===== config.mk =====
export PLATFORM = sky130hd
export DESIGN_NAME = regfile_write_arbiter
export DESIGN_NICKNAME = d
export VERILOG_FILES = /design/src/rtl/regfile_write_arbiter.sv
export SDC_FILE = /design/constraint.sdc
export NUM_CORES = 1
export LEC_CHECK = 0
export CAP_MARGIN = 20
export CORE_UTILIZATION = 43
export CTS_BUF_LIST = sky130_fd_sc_hd__clkbuf_8 sky130_fd_sc_hd__clkbuf_16
export DETAILED_ROUTE_END_ITERATION = 7
export PLACE_DENSITY = 0.64
export SLEW_MARGIN = 20
export SYNTH_ARGS = -nofsm -noshare
export SYNTH_HDL_FRONTEND = slang
export SYNTH_SLANG_ARGS = --single-unit
export TNS_END_PERCENT = 5

===== constraint.sdc =====
create_clock -name clk -period 3.5 [get_ports clk]
set_clock_uncertainty 0.15 [all_clocks]
set_input_delay 0.525 -clock clk [delete_from_list [all_inputs] [get_ports clk]]
set_output_delay 0.525 -clock clk [all_outputs]
set_load 0.005 [all_outputs]

===== src/rtl/regfile_write_arbiter.sv =====
// Arbitrates the single register-file write port between writeback and a buffered long-latency unit,
// with a pending-rd scoreboard and starvation drain. Optional same-cycle bypass: RFARB_BYPASS_EN.
module regfile_write_arbiter #(
  parameter int DEPTH      = 4,
  parameter int STARVE_MAX = 8
) (
  input  logic                     clk,
  input  logic                     rst,
  input  logic                     wb_we,
  input  logic [4:0]               wb_id,
  input  logic [31:0]              wb_data,
  input  logic                     lu_valid,
  output logic                     lu_ready,
  input  logic [4:0]               lu_id,
  input  logic [31:0]              lu_data,
  input  logic                     issue_en,
  input  logic [4:0]               issue_id,
  input  logic [4:0]               rs1,
  input  logic [4:0]               rs2,
  output logic                     rs1_busy,
  output logic                     rs2_busy,
  output logic                     stall,
  output logic                     rf_we,
  output logic [4:0]               rf_id,
  output logic [31:0]              rf_data,
  output logic [$clog2(DEPTH):0]   fifo_count
);

  localparam int PW = $clog2(DEPTH);
  localparam int CW = PW + 1;
  localparam int SW = $clog2(STARVE_MAX + 1);

  typedef enum logic {IDLE, DRAIN} state_t;

  state_t            state_q, state_d;
  logic [PW-1:0]     rd_ptr_q, rd_ptr_d, wr_ptr_q, wr_ptr_d;
  logic [CW-1:0]     count_q, count_d;
  logic [36:0]       mem_q [DEPTH];
  logic [36:0]       mem_d [DEPTH];
  logic [31:0]       pending_q, pending_d;
  logic [SW-1:0]     starve_q, starve_d;
  logic              stall_q, stall_d;
  logic              rf_we_q, rf_we_d;
  logic [4:0]        rf_id_q, rf_id_d;
  logic [31:0]       rf_data_q, rf_data_d;

  logic              wb_grant, fifo_empty, pop, push, bypass;
  logic [4:0]        head_id;
  logic [31:0]       head_data;

  always_comb begin
    wb_grant   = wb_we && (wb_id != 5'd0);
    fifo_empty = (count_q == '0);
    pop        = !wb_grant && !fifo_empty;
    lu_ready   = (count_q < CW'(DEPTH));
`ifdef RFARB_BYPASS_EN
    bypass     = lu_valid && fifo_empty && !wb_we && (lu_id != 5'd0);
`else
    bypass     = 1'b0;
`endif
    // Results for x0 are accepted but dropped rather than occupying a slot.
    push       = lu_valid && lu_ready && (lu_id != 5'd0) && !bypass;
    head_id    = mem_q[rd_ptr_q][36:32];
    head_data  = mem_q[rd_ptr_q][31:0];
  end

  always_comb begin
    mem_d    = mem_q;
    wr_ptr_d = wr_ptr_q;
    rd_ptr_d = rd_ptr_q;
    count_d  = count_q;
    if (push) begin
      mem_d[wr_ptr_q] = {lu_id, lu_data};
      wr_ptr_d        = wr_ptr_q + PW'(1);
    end
    if (pop) begin
      rd_ptr_d = rd_ptr_q + PW'(1);
    end
    case ({push, pop})
      2'b10:   count_d = count_q + CW'(1);
      2'b01:   count_d = count_q - CW'(1);
      default: count_d = count_q;
    endcase
  end

  always_comb begin
    rf_we_d   = 1'b0;
    rf_id_d   = 5'd0;
    rf_data_d = 32'd0;
    pending_d = pending_q;
    if (wb_grant) begin
      rf_we_d   = 1'b1;
      rf_id_d   = wb_id;
      rf_data_d = wb_data;
    end else if (pop) begin
      rf_we_d   = 1'b1;
      rf_id_d   = head_id;
      rf_data_d = head_data;
    end else if (bypass) begin
      rf_we_d   = 1'b1;
      rf_id_d   = lu_id;
      rf_data_d = lu_data;
    end
    if (pop) pending_d[head_id] = 1'b0;
    if (bypass) pending_d[lu_id] = 1'b0;
    // The set is applied last so a same-cycle issue overrides a retire.
    if (issue_en && (issue_id != 5'd0)) pending_d[issue_id] = 1'b1;
  end

  always_comb begin
    state_d  = state_q;
    starve_d = starve_q;
    case (state_q)
      IDLE: begin
        if (fifo_empty || pop) begin
          starve_d = '0;
        end else if (starve_q == SW'(STARVE_MAX - 1)) begin
          starve_d = '0;
          state_d  = DRAIN;
        end else begin
          starve_d = starve_q + SW'(1);
        end
      end
      DRAIN: begin
        starve_d = '0;
        if (fifo_empty) state_d = IDLE;
      end
      default: begin
        starve_d = '0;
        state_d  = IDLE;
      end
    endcase
    stall_d = (state_d == DRAIN);
  end

  always_ff @(posedge clk or negedge rst) begin
    if (!rst) begin
      state_q   <= IDLE;
      rd_ptr_q  <= '0;
      wr_ptr_q  <= '0;
      count_q   <= '0;
      pending_q <= '0;
      starve_q  <= '0;
      stall_q   <= 1'b0;
      rf_we_q   <= 1'b0;
      rf_id_q   <= 5'd0;
      rf_data_q <= 32'd0;
    end else begin
      state_q   <= state_d;
      rd_ptr_q  <= rd_ptr_d;
      wr_ptr_q  <= wr_ptr_d;
      count_q   <= count_d;
      pending_q <= pending_d;
      starve_q  <= starve_d;
      stall_q   <= stall_d;
      rf_we_q   <= rf_we_d;
      rf_id_q   <= rf_id_d;
      rf_data_q <= rf_data_d;
    end
  end

  // Storage needs no reset; occupancy is tracked by the pointers and count.
  always_ff @(posedge clk) begin
    mem_q <= mem_d;
  end

  assign rs1_busy   = (rs1 != 5'd0) && pending_q[rs1];
  assign rs2_busy   = (rs2 != 5'd0) && pending_q[rs2];
  assign stall      = stall_q;
  assign rf_we      = rf_we_q;
  assign rf_id      = rf_id_q;
  assign rf_data    = rf_data_q;
  assign fifo_count = count_q;

endmodule

## Word level (Yosys, flattened, before mapping)

Index checks and enable logic that the tools add are counted.

- Register bits: 230
- Input port bits: 94
- Output and inout bits: 45
- Word-level logic and storage cells: 87

- $add $sub $neg: 5
- $lt $le $gt $ge: 10
- Eq/ne operators: 3
- Multiplexer cells: 30
- Bitwise gates (word level): 6
- Reduce and logical (&&, ||, !) cells: 20

Operator list:

| operator | number |
|---|---|
| 148-bit bitwise mux | 1 |
| 32-bit 2-to-1 mux | 4 |
| 37-bit 2-to-1 mux | 3 |
| 37-bit binary-select mux with 2-bit select | 1 |
| 37-bit demux with 2-bit select | 1 |
| 32-bit AND | 1 |
| 32-bit NOT | 1 |
| 32-bit bitwise OR | 1 |
| 5-bit nonzero test | 5 |
| 5-bit by 6-bit < comparator with 1-bit output (second input constant) | 4 |
| 1-bit binary-select mux with 5-bit select | 2 |
| 1-bit demux with 5-bit select | 2 |
| 5-bit by 1-bit >= comparator with 1-bit output (second input constant) | 2 |
| 1-bit logical AND | 10 |
| 5-bit 2-to-1 mux | 2 |
| 1-bit 2-to-1 mux | 9 |
| 4-bit 2-to-1 mux | 2 |
| 4-bit case mux with 2 select lines | 1 |
| 3-bit >= comparator (second input constant) | 2 |
| 2-bit NOT with 3-bit output | 2 |
| 3-bit case mux with 2 select lines | 1 |
| 2-bit by 1-bit adder with 2-bit output (second input constant) | 2 |
| 4-bit by 1-bit adder with 4-bit output (second input constant) | 1 |
| 4-bit by 3-bit equality test with 1-bit output (second input constant) | 1 |
| 12 further kinds | 13 |

## Depth between registers and ports, before layout

- Word-level depth: 13
- Gate-level depth with buffers: 10
- Mapped depth without buffers: 9

## Worst setup path after synthesis

Ideal clock, no wire load.

- Kind: input -> output
- Start: in rs2[1]
- End: out rs2_busy
- Arrival time: 2.011 ns
- Slack: 0.814 ns
- Stages on the path: 5
- Buffers on the path: 1
- Cells stage by stage: clkbuf_1 > mux4_2 > mux2i_1 > nor2_1 > or4_1

- Cells in the longest elaborated chain, start to end: 3

Ends and longest elaborated chain:

| element | line | source |
|---|---|---|
| start: declaration | 19 | `input logic [4:0] rs2,` |
| 1-bit binary-select mux with 5-bit select | 168 | `assign rs2_busy = (rs2 != 5'd0) && pending_q[rs2];` |
| 1-bit 2-to-1 mux (not written as such) | 168 |  |
| 1-bit logical AND (*) | 168 |  |
| end: declaration | 21 | `output logic rs2_busy,` |

Mark *: on every way between the ends. The rest lies on a longest branch, timed or not. The select of a mux whose other input is x is not followed.

## Worst setup path in the final report

- Start: in rs1[0]
- End: out rs1_busy

- Cells in the longest elaborated chain, start to end: 3

Ends and longest elaborated chain:

| element | line | source |
|---|---|---|
| start: declaration | 18 | `input logic [4:0] rs1,` |
| 1-bit binary-select mux with 5-bit select | 167 | `assign rs1_busy = (rs1 != 5'd0) && pending_q[rs1];` |
| 1-bit 2-to-1 mux (not written as such) | 167 |  |
| 1-bit logical AND (*) | 167 |  |
| end: declaration | 20 | `output logic rs1_busy,` |

Marks and branches as above.

==> metrics.md <==
| Metric | Value |
|---|---|
| Yosys cell types | `45` |
| Vias | `6003` |
| Number of post-CTS setup repair buffers | `0` |
| Post-synth EDFFs | `148` |
| Chip Width | `151 um` |
| Final Util | `56.2%` |
| Hold Vio Cnt, Final | `0` |
| CP Max Fanout | `6` |
| Internal power | `6.20 mW` |
| Synth top cells by count | `edfxtp_1 (148), dfrtp_1 (81), nand2_1 (80)` |
| GPL Wtd Cong | `0.943` |
| Post-synth ARST share | `a little over a third` |
| Leading cell type by number of instances after synthesis | `edfxtp_1` |
| Result of the run | `finished, final reports clean` |
| Reg clk slew, reported paths | `~0.06 ns` |
| Crit path required time | `2.82 ns` |
| DP Area | `between 10000 and 15000 um2` |
| Area growth syn-to-layout | `26.5%` |
| Drt drc | `0` |
| Routed len/inst | `20.2 um` |
| Full die area | `22700 um2` |
| Hold slack | `between 0.3 and 0.4 ns` |
| Worst slew pin tran | `0.700 ns` |
| Post-Syn Area | `9490 um2` |
| Input/output buffers | `138` |
| Clk pwr share | `25.8%` |
| Avg Cell Area, Syn | `15.0 um2` |
| Slew margin rel. | `53.3%` |
| # rows | `53` |
| I/O pin cnt | `139` |
| RSZ-0062 raised after global routing | `no` |
| Global-route wire length before repair | `34.4 mm` |
| Top FF cell, synth | `edfxtp_1` |
| CTS tree | `yes` |
| Peak supply drop | `0.382 mV` |
| Largest net degree at the start of global routing | `53` |
| Fin nets | `between 800 and 900` |
| Slowest stage delay, CP | `0.51 ns` |
| Arrival @ worst endpoint | `2.64 ns` |
| Synth top area share | `46.8%` |
| Pleak | `between 4 and 5 nW` |
| Synth warnings | `0` |
| Pwr dens | `746 nW/um2` |
| ANT cells | `0` |
| Fin cells | `1072` |
| Clock sinks | `229` |
| Ranking of synthesized cells by area | `edfxtp_1 (47%), dfrtp_1 (21%), mux4_2 (11%)` |
| Final setup fails | `0` |
| Final period util | `94.8%` |
| Cell taking the most area after synthesis | `edfxtp_1` |
| Min-Delay Path Class | `reg2reg` |
| Iter 0 DRT Violations | `340` |
| Vias per Instance | `5.60` |
| Initial Util | `44.4%` |
| Post-Place Cells | `1027` |
| F_max | `302 MHz` |
| Clock insertion delay at the later pin of the skew report | `0.51 ns` |
| DRT Wirelength | `between 20 and 25 mm` |
| Post-DRT Antenna Nets | `0` |
| Die Y | `~150 um` |
| Fin. max-slew vios | `0` |
| Critical Path End Type | `primary output` |
| Logic pwr share | `a little under a third` |
| Switching share of power | `30.7%` |
| Clock Path Buffers | `3` |
| DR pass1 iterations | `4` |
| Number of global-route vias before repair | `6390` |
| Seq cells post-synth | `229` |
| CORE AREA | `approximately 21000 um2` |
| Worst path slowest cell | `clkdlybuf4s50_1` |
| Gr ovfl total | `0` |
| Root Buffer | `clkbuf_16` |
| Post-route cell area | `12000 um2` |
| Cell Chain, Critical Path | `clkdlybuf4s50_1, buf_12, mux4_2, mux2i_1, nor3b_1, or4_1, dlygate4sd2_1` |
| CTS Buf Count | `24` |
| Max-Cap Viols | `0` |
| DP HPWL | `14.4 mm` |
| Layout cells sized above 1 | `14.4%` |
| Initial antenna violation count | `1` |
| Crit path kind | `in2out` |
| Total track usage | `20.0%` |
| H-tree depth | `1` |
| Post-synth net total | `733` |
| Seq pwr share | `43.3%` |
| Min Tclk post-route | `3.32 ns` |
| Seq/Total Area, Yosys | `68.2%` |
| Sw power | `2.74 mW` |
| Gate Count Post-Synth | `632` |
| Setup crit start kind | `input port` |
[logic make-up (layout without fill, tap and decap cells)]
| logic type | after synthesis | in the layout | share of synthesized area [%] |
|---|---|---|---|
| DFF | 229 | 229 | 68.2 |
| and+or+nand+nor | 188 | 188 | 9.09 |
| AOI/OAI and AO/OA | 91 | 91 | 5.71 |
| muxes | 62 | 62 | 13.2 |
| buffers and inverters | 48 | 213 | 2.11 |
| adders and majority gates | 7 | 7 | 1.00 |
| xor gates and xnor gates | 7 | 7 | 0.646 |
[placed cells by master (no fill, tap or decap), types with 3 or more instances in the layout]
| cell | n |
|---|---|
| a21oi_1 | 14 |
| o21ai_0 | 45 |
| or3_1 | 4 |
| nand2b_1 | 3 |
| and2_2 | 4 |
| nand3b_1 | 7 |
| a31oi_1 | 5 |
| o32a_1 | 6 |
| nand3_1 | 5 |
| xnor2_1 | 6 |
| dfrtp_1 | 79 |
| inv_1 | 19 |
| dlygate4sd2_1 | 3 |
| ha_1 | 6 |
| o41ai_1 | 6 |
| or3b_2 | 4 |
| clkbuf_16 | 24 |
| buf_12 | 5 |
| o21ai_1 | 6 |
| edfxtp_1 | 148 |
| nand2_1 | 80 |
| nor3b_1 | 4 |
| buf_4 | 13 |
| nor2_1 | 50 |
| nor3_1 | 16 |
| clkinv_1 | 4 |
| clkbuf_8 | 3 |
| clkinv_2 | 4 |
| mux4_2 | 48 |
| mux2i_1 | 11 |
| clkdlybuf4s50_1 | 133 |
[stage by stage]
| stage | power, mW | setup slack [ns] | TNS, ns |
|---|---|---|---|
| floorplan | 5.52 | 0.814 | 0 |
| global placement | 6.64 | -0.0734 | -0.0734 |
| global route | 9.44 | 0.106 | 0 |
| detailed placement | 6.71 | -0.0814 | -0.0930 |
| finish | 8.95 | 0.183 | 0 |
| CTS | 9.04 | 0.0562 | 0 |
[critical path: cells and delay by family]
kind,cells,cell delay [ns]
buffers and inverters,3,0.93
multiplexers,2,0.64
AND/OR/NAND/NOR,2,0.56
[sequential cells by signal, indices dropped and copies added, names as in the netlist]
name and count:
fifo_count 3, mem_q 148, pending_q 31, rd_ptr_q 2, rf_data 32, rf_id 5
rf_we 1, stall 1, starve_q 4, wr_ptr_q 2
[what timing repair did]
item | in CTS | in global routing
endpoints found under the setup margin | 2 | 1
gates resized for setup | 4 | 1
endpoints found under the hold margin | 50 | 0
cloned | 0 | 0
hold buffers | 1 | 0
[power groups by stage]
stage / registers, mW / logic (mW) / clock network, mW
finish: 3.88 / 2.76 / 2.31
detailed placement: 3.92 / 2.80 / 0
global placement: 3.90 / 2.74 / 0
CTS: 3.87 / 2.81 / 2.37
floorplan: 3.78 / 1.74 / 0
global route: 3.93 / 3.04 / 2.47
[per-layer routing]
layer / vias up / global-route usage [%] / wire length, um
met4: 2 / 6.06 / 474
met2: 256 / 32.8 / 10500
met5: - / 0 / 11
li1: 2680 / - / -
met1: 3025 / 26.5 / 9070
met3: 40 / 4.45 / 1670
[final cells by class]
type	instances	area [um2]
Fill cell	1734	9350
Sequential cell	229	6470
Multi-Input combinational cell	355	2820
Timing Repair Buffer	156	1580
Clock buffer	27	642
Tap cell	275	344
Clock inverter	17	90.1
Inverter	13	48.8
[final timing paths]
| check | startpoint | endpoint | slack, ns | cells after the start |
|---|---|---|---|---|
| worst min register to register | starve_q[0] | starve_q[0] | 0.34 | 1 |
| worst max register to register | fifo_count[0] | pending_q[3] | 0.81 | 5 |
| max in group asynchronous | rst | rf_data[10] | 1.99 | 3 |
| min in group asynchronous | rst | pending_q[27] | 0.45 | 2 |
| worst max-delay path | rs1[0] | rs1_busy | 0.18 | 7 |
| worst min-delay path | starve_q[0] | starve_q[0] | 0.34 | 1 |
No activity file was read; power rests on OpenSTA's default activity.
